**src/rtl/mem_bus_arbiter.sv**
```systemverilog
// mem_bus_arbiter: shares the single multicycle memory port between the CPU (requester 0)
// and a DMA/debug master (requester 1). Each access holds the memory enables for MEM_LAT
// cycles, then pulses a one-cycle acknowledge to the winner.
// Build option: define ARB_ROUND_ROBIN_EN for round-robin tie breaking; otherwise requester 0
// always wins a tie.
module mem_bus_arbiter #(
    parameter int unsigned ADDR_W  = 32,
    parameter int unsigned DATA_W  = 32,
    parameter int unsigned MEM_LAT = 2
) (
    input  logic              iCLK,
    input  logic              iRST,
    input  logic              iReq0,
    input  logic              iReq1,
    input  logic              iWe0,
    input  logic              iWe1,
    input  logic [ADDR_W-1:0] iAddr0,
    input  logic [ADDR_W-1:0] iAddr1,
    input  logic [DATA_W-1:0] iWData0,
    input  logic [DATA_W-1:0] iWData1,
    output logic              oGnt0,
    output logic              oGnt1,
    output logic              oAck0,
    output logic              oAck1,
    output logic [DATA_W-1:0] oRData0,
    output logic [DATA_W-1:0] oRData1,
    output logic [ADDR_W-1:0] oMemAddr,
    output logic [DATA_W-1:0] oMemWData,
    output logic              oMemWe,
    output logic              oMemRe,
    input  logic [DATA_W-1:0] iMemRData
);

    localparam int unsigned   CNT_W    = $clog2(MEM_LAT + 1);
    localparam logic [CNT_W-1:0] CNT_INIT = CNT_W'(MEM_LAT - 1);

    typedef enum logic [1:0] {StIdle, StAccess, StDone} state_t;

    state_t           state;
    logic [CNT_W-1:0] count;
    logic             winner;
    logic             pick;
    logic             tieWinner;

`ifdef ARB_ROUND_ROBIN_EN
    // Requester served by the most recent grant; reset to 1 so requester 0 wins the first tie.
    logic lastServed;
    assign tieWinner = ~lastServed;
`else
    assign tieWinner = 1'b0;
`endif

    // Winner selection for a grant issued from IDLE.
    always_comb begin
        pick = 1'b0;
        if (iReq0 && iReq1) begin
            pick = tieWinner;
        end else begin
            pick = iReq1;
        end
    end

    // Arbiter FSM; the memory-side output registers double as the latched request copy.
    always_ff @(posedge iCLK or posedge iRST) begin
        if (iRST) begin
            state     <= StIdle;
            count     <= '0;
            winner    <= 1'b0;
            oGnt0     <= 1'b0;
            oGnt1     <= 1'b0;
            oAck0     <= 1'b0;
            oAck1     <= 1'b0;
            oRData0   <= '0;
            oRData1   <= '0;
            oMemAddr  <= '0;
            oMemWData <= '0;
            oMemWe    <= 1'b0;
            oMemRe    <= 1'b0;
`ifdef ARB_ROUND_ROBIN_EN
            lastServed <= 1'b1;
`endif
        end else begin
            case (state)
                StIdle: begin
                    if (iReq0 || iReq1) begin
                        winner    <= pick;
                        oGnt0     <= ~pick;
                        oGnt1     <= pick;
                        oMemAddr  <= pick ? iAddr1 : iAddr0;
                        oMemWData <= pick ? iWData1 : iWData0;
                        oMemWe    <= pick ? iWe1 : iWe0;
                        oMemRe    <= pick ? ~iWe1 : ~iWe0;
                        count     <= CNT_INIT;
                        state     <= StAccess;
`ifdef ARB_ROUND_ROBIN_EN
                        lastServed <= pick;
`endif
                    end
                end
                StAccess: begin
                    if (count == '0) begin
                        // Read data is sampled on the last cycle of the memory window.
                        if (oMemRe) begin
                            if (winner) begin
                                oRData1 <= iMemRData;
                            end else begin
                                oRData0 <= iMemRData;
                            end
                        end
                        oMemAddr  <= '0;
                        oMemWData <= '0;
                        oMemWe    <= 1'b0;
                        oMemRe    <= 1'b0;
                        oAck0     <= ~winner;
                        oAck1     <= winner;
                        state     <= StDone;
                    end else begin
                        count <= count - CNT_W'(1);
                    end
                end
                StDone: begin
                    oAck0 <= 1'b0;
                    oAck1 <= 1'b0;
                    oGnt0 <= 1'b0;
                    oGnt1 <= 1'b0;
                    state <= StIdle;
                end
                default: begin
                    state <= StIdle;
                end
            endcase
        end
    end

endmodule

```
**config.mk**
```make
export PLATFORM = sky130hd
export DESIGN_NAME = mem_bus_arbiter
export DESIGN_NICKNAME = d
export VERILOG_FILES = /design/src/rtl/mem_bus_arbiter.sv
export SDC_FILE = /design/constraint.sdc
export NUM_CORES = 1
export LEC_CHECK = 0
export ABC_AREA = 1
export BUFFER_PORTS_ARGS = -buffer_cell sky130_fd_sc_hd__buf_2
export CORE_MARGIN = 3
export CORE_UTILIZATION = 42
export DETAILED_ROUTE_END_ITERATION = 10
export HOLD_SLACK_MARGIN = 0.06
export PLACE_DENSITY = 0.8
export SYNTH_ARGS = -nofsm -noshare
export SYNTH_HDL_FRONTEND = slang
export SYNTH_SLANG_ARGS = --single-unit
```
**constraint.sdc**
```tcl
create_clock -name iCLK -period 4.4 [get_ports iCLK]
set_input_delay 0.44 -clock iCLK [delete_from_list [all_inputs] [get_ports iCLK]]
set_output_delay 0.44 -clock iCLK [all_outputs]
set_load 0.02 [all_outputs]
```
# Yosys cells after proc, flatten, opt, wreduce, memory -nomap -nowiden
# Cells that the tools add are included.
# word_totals
register_bits	139
output_inout_bits	134
wordCells	66
# classes
addsub	1
n_eq_ne	5
n_mux	28
bitwise	4
reduce_logical	15
# ops
operator	count
two-way mux 32 bit	5
case mux 32 bit (2 select lines)	2
case mux 1 bit (2 select lines)	6
two-way mux 1 bit	10
case mux 2 bit (2 select lines)	2
AND reduction 2 bit	4
AND reduction 4 bit	2
two-way mux 2 bit	3
!= test 2 bit (second input constant)	3
AND reduction 3 bit	2
nonzero test 2 bit	3
logical NOT 2 bit	2
inverter 1 bit	4
equality test 2 x 1 -> 1 bit (second input constant)	1
equality test 2 bit (second input constant)	1
subtractor 2 x 1 -> 2 bit (second input constant)	1
logical AND 1 bit	1
logical OR 1 bit	1

# Depth between registers and ports, before layout
# Gate-level depths: netlist (run 1).
# logic_depth
word_depth	5
mapped_depth	8

# Worst setup path before layout (run 1)
# No wires, ideal clock.
# synth_path
path_type	reg2reg
from	reg count[0]
to	reg oMemAddr[0]
t_arrival_ps	1193
path_slack_ps	3082
path_stages_with_launch	8
n_path_buf	2
synth_period_minus_slack_ps	1318
cell_sequence	dfrtp_1 > inv_1 > ha_1 > nand3_1 > buf_4 > buf_6 > nand3_1 > nand3_1
# synth_via
elab_chain_cells	3
# synth_lines
element	line	rtl
start: declaration	40	logic [CNT_W-1:0] count;
start signal: assignment	118	count <= count - CNT_W'(1);
logical NOT 2 bit	101	if (count == '0) begin
!= test 2 bit (no source line)	n/a	
AND reduction 3 bit (no source line)	n/a	
end signal: assignment	89	oMemAddr <= pick ? iAddr1 : iAddr0;
end: declaration	27	output logic [ADDR_W-1:0] oMemAddr,
# No other way between the ends.
# A chain may end at the register's enable or synchronous reset.

# Worst setup path in the final report (run 1)
# layout_path
from	reg state[0]
to	reg oMemAddr[25]
# layout_via
elab_chain_cells	3
elab_cells_between_ends	7
# layout_lines
element	line	rtl
start: declaration	39	state_t state;
start signal: assignment	66	state <= StIdle;
start signal: assignment	94	state <= StAccess;
start signal: assignment	116	state <= StDone;
equality test 2 x 1 -> 1 bit / logical NOT 2 bit (equally long branches)	83	case (state)
!= test 2 bit (no source line) / nonzero test 2 bit (equally long branches)	n/a	
AND reduction 3 bit (no source line)	n/a	
# Parallel ways exist; a longest one is shown, timed or not.

==> results of run 1 <==
placed cells by master (no fill, tap or decap), drive strengths merged:
master / netlist / routed
buf: 37 / 309
nand2: 258 / 258
nand3: 231 / 231
dfrtp: 139 / 139
clkbuf: 11 / 18
inv: 13 / 15
nor2: 8 / 8
clkinvlp: 0 / 6
clkinv: 0 / 4
o21ai: 3 / 3
ha: 2 / 2
bufinv: 0 / 2
nand3b: 1 / 1
worst reg2reg max path: cells and delay by family (launching register included):
family,cells,cell delay (ns)
buf+inv,2,0.94
flops,1,0.44
simple gates,4,0.78
metrics by stage:
stage               hold slack, ns  util, %  setup slack, ns  cell area, um2  instances
global placement             0.447     54.3             2.20            7570       1144
detailed placement           0.454     54.3             2.13            7570       1144
global route                 0.231     58.5             1.94            8150       1176
finish                       0.237     58.5             2.11            8150       1176
CTS                          0.213     58.5             2.11            8150       1176
floorplan                    0.478        -            0.235            6000        703
synth_stat cells:
| cell type | instances | area share [%] |
|---|---|---|
| nand2_1 | 257 | 16 |
| nand3_1 | 231 | 19 |
| dfrtp_1 | 139 | 58 |
| buf_2 | 32 | 2.7 |
| clkbuf_1 | 11 | 0.69 |
| inv_1 | 11 | 0.69 |
| buf_6 | 4 | 0.75 |
| nor2_2 | 4 | 0.42 |
| nor2_1 | 3 | 0.19 |
| ha_1 | 2 | 0.42 |
| inv_2 | 2 | 0.13 |
| o21ai_0 | 2 | 0.17 |
| buf_4 | 1 | 0.13 |
| nand2_2 | 1 | 0.10 |
| nand3b_1 | 1 | 0.13 |
| nor2_4 | 1 | 0.19 |
| o21ai_1 | 1 | 0.083 |
cell families (layout without fill, tap and decap cells):
group,after synthesis,in the layout,share of synthesized area [%]
adder cells (fa/ha/maj),2,2,0.417
AO/OA/AOI/OAI,3,3,0.250
buffers and inverters,61,354,5.04
flip-flops,139,139,57.9
AND/OR/NAND/NOR,498,498,36.3
report_power, final:
part | leakage, uW | switching [uW] | total (uW) | internal, uW
Combinational | 0.00253 | 2070 | 2970 | 902
Sequential | 0.00170 | 338 | 2230 | 1900
Clock | 0.000265 | 557 | 1390 | 834
how the worst max path moves through the flow:
stage | from | endpoint | slack (ns) | cells after the start
2_1_floorplan | iRST | count[0]$_DFFE_PP0P_ | 0.24 | 1
3_3_place_gp | state[0]$_DFFE_PP0P_ | oMemAddr[21]$_DFFE_PP0P_ | 2.20 | 6
3_5_place_dp | state[0]$_DFFE_PP0P_ | oMemWData[30]$_DFFE_PP0P_ | 2.13 | 6
4_1_cts | state[0]$_DFFE_PP0P_ | oMemAddr[25]$_DFFE_PP0P_ | 2.11 | 6
5_1_grt | state[0]$_DFFE_PP0P_ | oMemAddr[25]$_DFFE_PP0P_ | 1.94 | 6
6_report | state[0]$_DFFE_PP0P_ | oMemAddr[25]$_DFFE_PP0P_ | 2.11 | 6
cell type report:
cell class | instances | area, um2 | share of cell area [%]
clock inverters | 14 | 146 | 1.80
clock buffers | 18 | 429 | 5.27
multi-input cells | 503 | 2240 | 27.5
inverters | 13 | 53.8 | 0.660
well taps | 180 | 225 | 2.76
flip-flops and latches | 139 | 3480 | 42.7
repair buffers | 309 | 1570 | 19.3
layer usage:
metal | track usage [%] | vias up | wire length, um
met5 | 0 | - | 0
met4 | 11.3 | 0 | 691
met3 | 6.19 | 43 | 1740
met2 | 38.0 | 316 | 8930
met1 | 29.4 | 2858 | 7090
li1 | - | 2871 | -
flip-flops by register name (all words and copies together) (netlist names):
name and cells:
oMemAddr 32, oMemWData 32, oRData0 32, oRData1 32, count 2, state 2
oAck0 1, oAck1 1, oGnt0 1, oGnt1 1, oMemRe 1, oMemWe 1
winner 1
==> run_results.csv, run 1 <==
group,metric,value,unit
synth,ys_ff_latch,139,
clock_tree,clock_path_buffers,2,
floorplanning,die_w,126,um
sta,relSlewSlack,36.8,%
floorplanning,die_area,15800,um2
global_routing,grt-ovfl-total,0,
pwr,leakage,0.00450,uW
floorplanning,io_pins,300,
final_layout,area_growth,35.7,%
clock_tree,h-tree-depth,4,
worst_hold_path,worstHoldPathCells,3,
global_routing,grt_first_pass_wirelength,29.7,mm
placed_design,port_buffers,299,
synth,synth_cell_types,17,
worst_hold_path,min_from,"iWData0[12]",
synth,yosysSeqAreaShare,57.9,%
sta,fmax,0.436,GHz
critical_path,cp_top_family,"buffers and inverters",
detailed_routing,vias_per_cell,5.18,
critical_path,cp-start-kind,"register",
synth,syn_nets,871,
clock_tree,clock_latency,0.42,ns
sta,fin_skew,0.0128,ns
global_routing,grt_antenna_before_repair,1,
clock_tree,cts_buffers,17,
sta,hold_viol,0,
floorplanning,core_area,13900,um2
sta,rsz0062_at_grt,"no",
critical_path,r2r_setup_slack,2.11,ns
synth,netlist_instances,703,
detailed_routing,wirelength,18.5,mm
detailed_routing,drtIter0Drc,401,
critical_path,critical_path_class,"register to register",
critical_path,cp-end-kind,"register",
sta,fin_tns_setup,0,ns
global_routing,grt_usage,23.5,%
critical_path,crit_fanout,64,
critical_path,critPathMaxStageDelay,0.53,ns
synth,synth_area,6000,um2
critical_path,rr_worst_depth,6,
clock_tree,cts_setup_buffers,0,
detailed_routing,drc_errors,0,
pwr,fin_total_pwr,6600,uW
critical_path,crit_path_cell_trace,"nor2_4 > buf_4 > nand2_2 > buf_4 > nand3_1 > nand3_1",
sta,slew_viol_final,0,
floorplanning,initial_utilization,43.1,%
detailed_routing,drt_pre_antenna_iters,5,
clock_tree,clk_pin_slew,0.07,ns
sta,fin_crit,2.29,ns
final_layout,diodes,0,
sta,finalSetupViolCount,0,
critical_path,reg2reg_to,"oMemAddr[25]$_DFFE_PP0P_",
sta,worstMarginPinSlew,0.947,ns
pwr,vdd_ir_drop_max,0.322,mV
final_layout,fillCellCount,1257,
critical_path,timing.rr.start,"state[0]$_DFFE_PP0P_",
worst_hold_path,hold_end,"oMemWData[12]$_DFFE_PP0P_",
floorplanning,die_h,126,um
synth,ys_warn_count,0,
critical_path,crit_required,4.68,ns
detailed_routing,vias,6088,
pwr,p_per_area,810,nW/um2
critical_path,arrival,2.57,ns
critical_path,slowest_stage,"buf_4",
clock_tree,cts_resized,0,
final_layout,drive_above_1_share,35.3,%
clock_tree,cts.sinks,139,
critical_path,path_buf_inv,2,
detailed_routing,wl_per_cell,15.7,um
global_routing,grt_max_degree,108,
worst_hold_path,min_path_type,"input pin to register",
floorplanning,placementRows,43,
run_status,status,"complete, no violations",
clock_tree,root_buffer,"clkbuf_16",
synth,postSynthAreaPerCell,8.54,um2
detailed_routing,ant_nets,0,
global_routing,grt_pass1_vias,5827,
placed_design,dp_hpwl,13.1,mm
clock_tree,holdBufCountCts,0,
clock_tree,cts_tree,"built",
final_layout,nNetsFinal,1151,
sta,fin_crit_sh,52.2,%
placed_design,gp_congestion,0.872,
run,max_cap_viol_count,0,
Power figures use the tool's default switching activity.
==> inputs of run 2 (changes only) <==
==> constraint.sdc (replaced) <==
create_clock -name iCLK -period 1.96 [get_ports iCLK]
set_input_delay 0.196 -clock iCLK [delete_from_list [all_inputs] [get_ports iCLK]]
set_output_delay 0.196 -clock iCLK [all_outputs]
set_load 0.02 [all_outputs]
==> run 2 against run 1 <==
Hold slack got worse by 0.15 ns. Via count rose by 21%. Wire length rose by 38%. Cell count rose by 14%. Count of clock-buffer cells in the layout did not move. Sequential cell count did not move. Largest cell class unchanged. Sequential power rose by 130%. Die area did not move. Combinational power rose to 2.6 times the previous value. First-iteration DRC count rose by 92%. Global-route usage rose by 7.9 points.
==> run_results.csv, run 2 (synthesis results as in run 1) <==
group,metric,value,unit
sta,hold_ws,0.0850,ns
placed_design,placement.cell_area,7670,um2
global_routing,grt_max_degree,74,
detailed_routing,vias_per_cell,5.49,
clock_tree,cts_buffers,17,
detailed_routing,wirelength,25.4,mm
sta,finalSetupViolCount,0,
floorplanning,die_w,126,um
detailed_routing,ant_nets,0,
clock_tree,cts.sinks,139,
clock_tree,clock_path_buffers,2,
final_layout,final_cells,1342,
detailed_routing,drc_errors,0,
critical_path,crit_required,2.27,ns
placed_design,gp_congestion,0.845,
critical_path,r2r_setup_slack,0.08,ns
sta,worstMarginPinSlew,0.628,ns
final_layout,area_growth,65.3,%
clock_tree,h-tree-depth,4,
worst_hold_path,min_path_type,"input pin to register",
final_layout,layout_common_cells,"buf_2, nand2_1, nand3_1, dlygate4sd3_1, dfrtp_1",
critical_path,cp-start-kind,"register",
detailed_routing,wl_per_cell,18.9,um
run_status,status,"complete, no violations",
final_layout,nNetsFinal,1316,
pwr,leakage,0.00526,uW
critical_path,critical_path_class,"register to register",
detailed_routing,vias,7371,
critical_path,crit_fanout,52,
critical_path,arrival,2.19,ns
clock_tree,clock_latency,0.43,ns
floorplanning,die_h,126,um
final_layout,fin_area,9930,um2
detailed_routing,drt_pre_antenna_iters,7,
placed_design,port_buffers,299,
final_layout,drive_above_1_share,31.3,%
floorplanning,core_area,13900,um2
sta,slew_viol_final,0,
global_routing,grt_usage,31.4,%
pwr,vdd_ir_drop_max,0.795,mV
sta,hold_viol,0,
global_routing,grt_pass1_vias,7430,
final_layout,final_common_cell,"buf_2",
clock_tree,root_buffer,"clkbuf_16",
pwr,p_per_area,1630,nW/um2
sta,fin_skew,0.00655,ns
sta,relSlewSlack,58.0,%
run,max_cap_viol_count,0,
critical_path,cp-end-kind,"register",
placed_design,dp_hpwl,13.0,mm
floorplanning,die_area,15800,um2
final_layout,final_core_utilization,71.2,%
placed_design,dp.cells,1147,
clock_tree,cts_tree,"built",
global_routing,grt_antenna_before_repair,0,
clock_tree,clk_pin_slew,0.06,ns
sta,fmax,0.532,GHz
global_routing,grt-ovfl-total,0,
global_routing,grt_first_pass_wirelength,39.4,mm
sta,fin_crit,1.88,ns
detailed_routing,drtIter0Drc,771,
floorplanning,initial_utilization,43.1,%
floorplanning,placementRows,43,
floorplanning,io_pins,300,
sta,fin_crit_sh,95.8,%
run 2: cell types whose count changed in the layout (fill, tap and decap cells not counted), moves of 2 or more:
| cell | delta |
|---|---|
| dlygate4sd3_1 | +156 |
| buf_12 | +6 |
| clkbuf_16 | +2 |
| clkinv_2 | -2 |
| inv_8 | +2 |
run 2: critical path, stage by stage (launching register included):
cell	delay, ns
dfrtp_1	0.47
nor2_4	0.22
nand2_2	0.09
buf_6	0.23
nand3_1	0.13
nand3_1	0.07
dlygate4sd3_1	0.55
run 2: worst paths after layout:
check                      depth (start not counted)                   start                        end
min in group asynchronous                          4                    iRST   oMemAddr[19]$_DFFE_PP0P_
max                                                6    state[0]$_DFFE_PP0P_   oMemWData[6]$_DFFE_PP0P_
max reg2reg                                        6    state[0]$_DFFE_PP0P_   oMemWData[6]$_DFFE_PP0P_
min                                                5             iWData1[31]  oMemWData[31]$_DFFE_PP0P_
min reg2reg                                        2  oRData0[2]$_DFFE_PP0P_     oRData0[2]$_DFFE_PP0P_
max in group asynchronous                          4                    iRST   oMemWData[7]$_DFFE_PP0P_
run 2: what timing repair did:
item | 4_1_cts | 5_1_grt
buffers inserted | 0 | 4
endpoints found under the setup margin | 0 | 6
endpoints found under the hold margin | 265 | 0
hold buffers | 156 | 0
gates resized for setup | 0 | 3
run 2: area by class of cell:
class	instances	area [um2]
fillers	952	4010
multi-input cells	503	2250
clock buffers	18	439
well taps	180	225
repair buffers	474	3310
flip-flops and latches	139	3480
clock inverters	14	161
inverters	13	52.6
diodes	1	2.50
run 2: metrics by stage:
step           setup WS [ns]  setup TNS (ns)  power, uW
3_3_place_gp           0.472               0      11700
2_1_floorplan         0.0289               0       9420
5_1_grt             -0.00864        -0.00864      17000
3_5_place_dp           0.375               0      11900
6_report              0.0816               0      16200
4_1_cts               0.0208               0      15600
run 2: power breakdown:
group	internal (uW)	switching (uW)	total [uW]
combinational	2590	5180	7770
sequential	4260	874	5130
clock	1940	1350	3290
total	8790	7400	16200
run 2: routing by layer:
metal,global-route usage (%),routed length [um]
met5,0,0
met4,22.4,2030
met3,10.1,2870
met2,49.6,11800
met1,36.0,8760
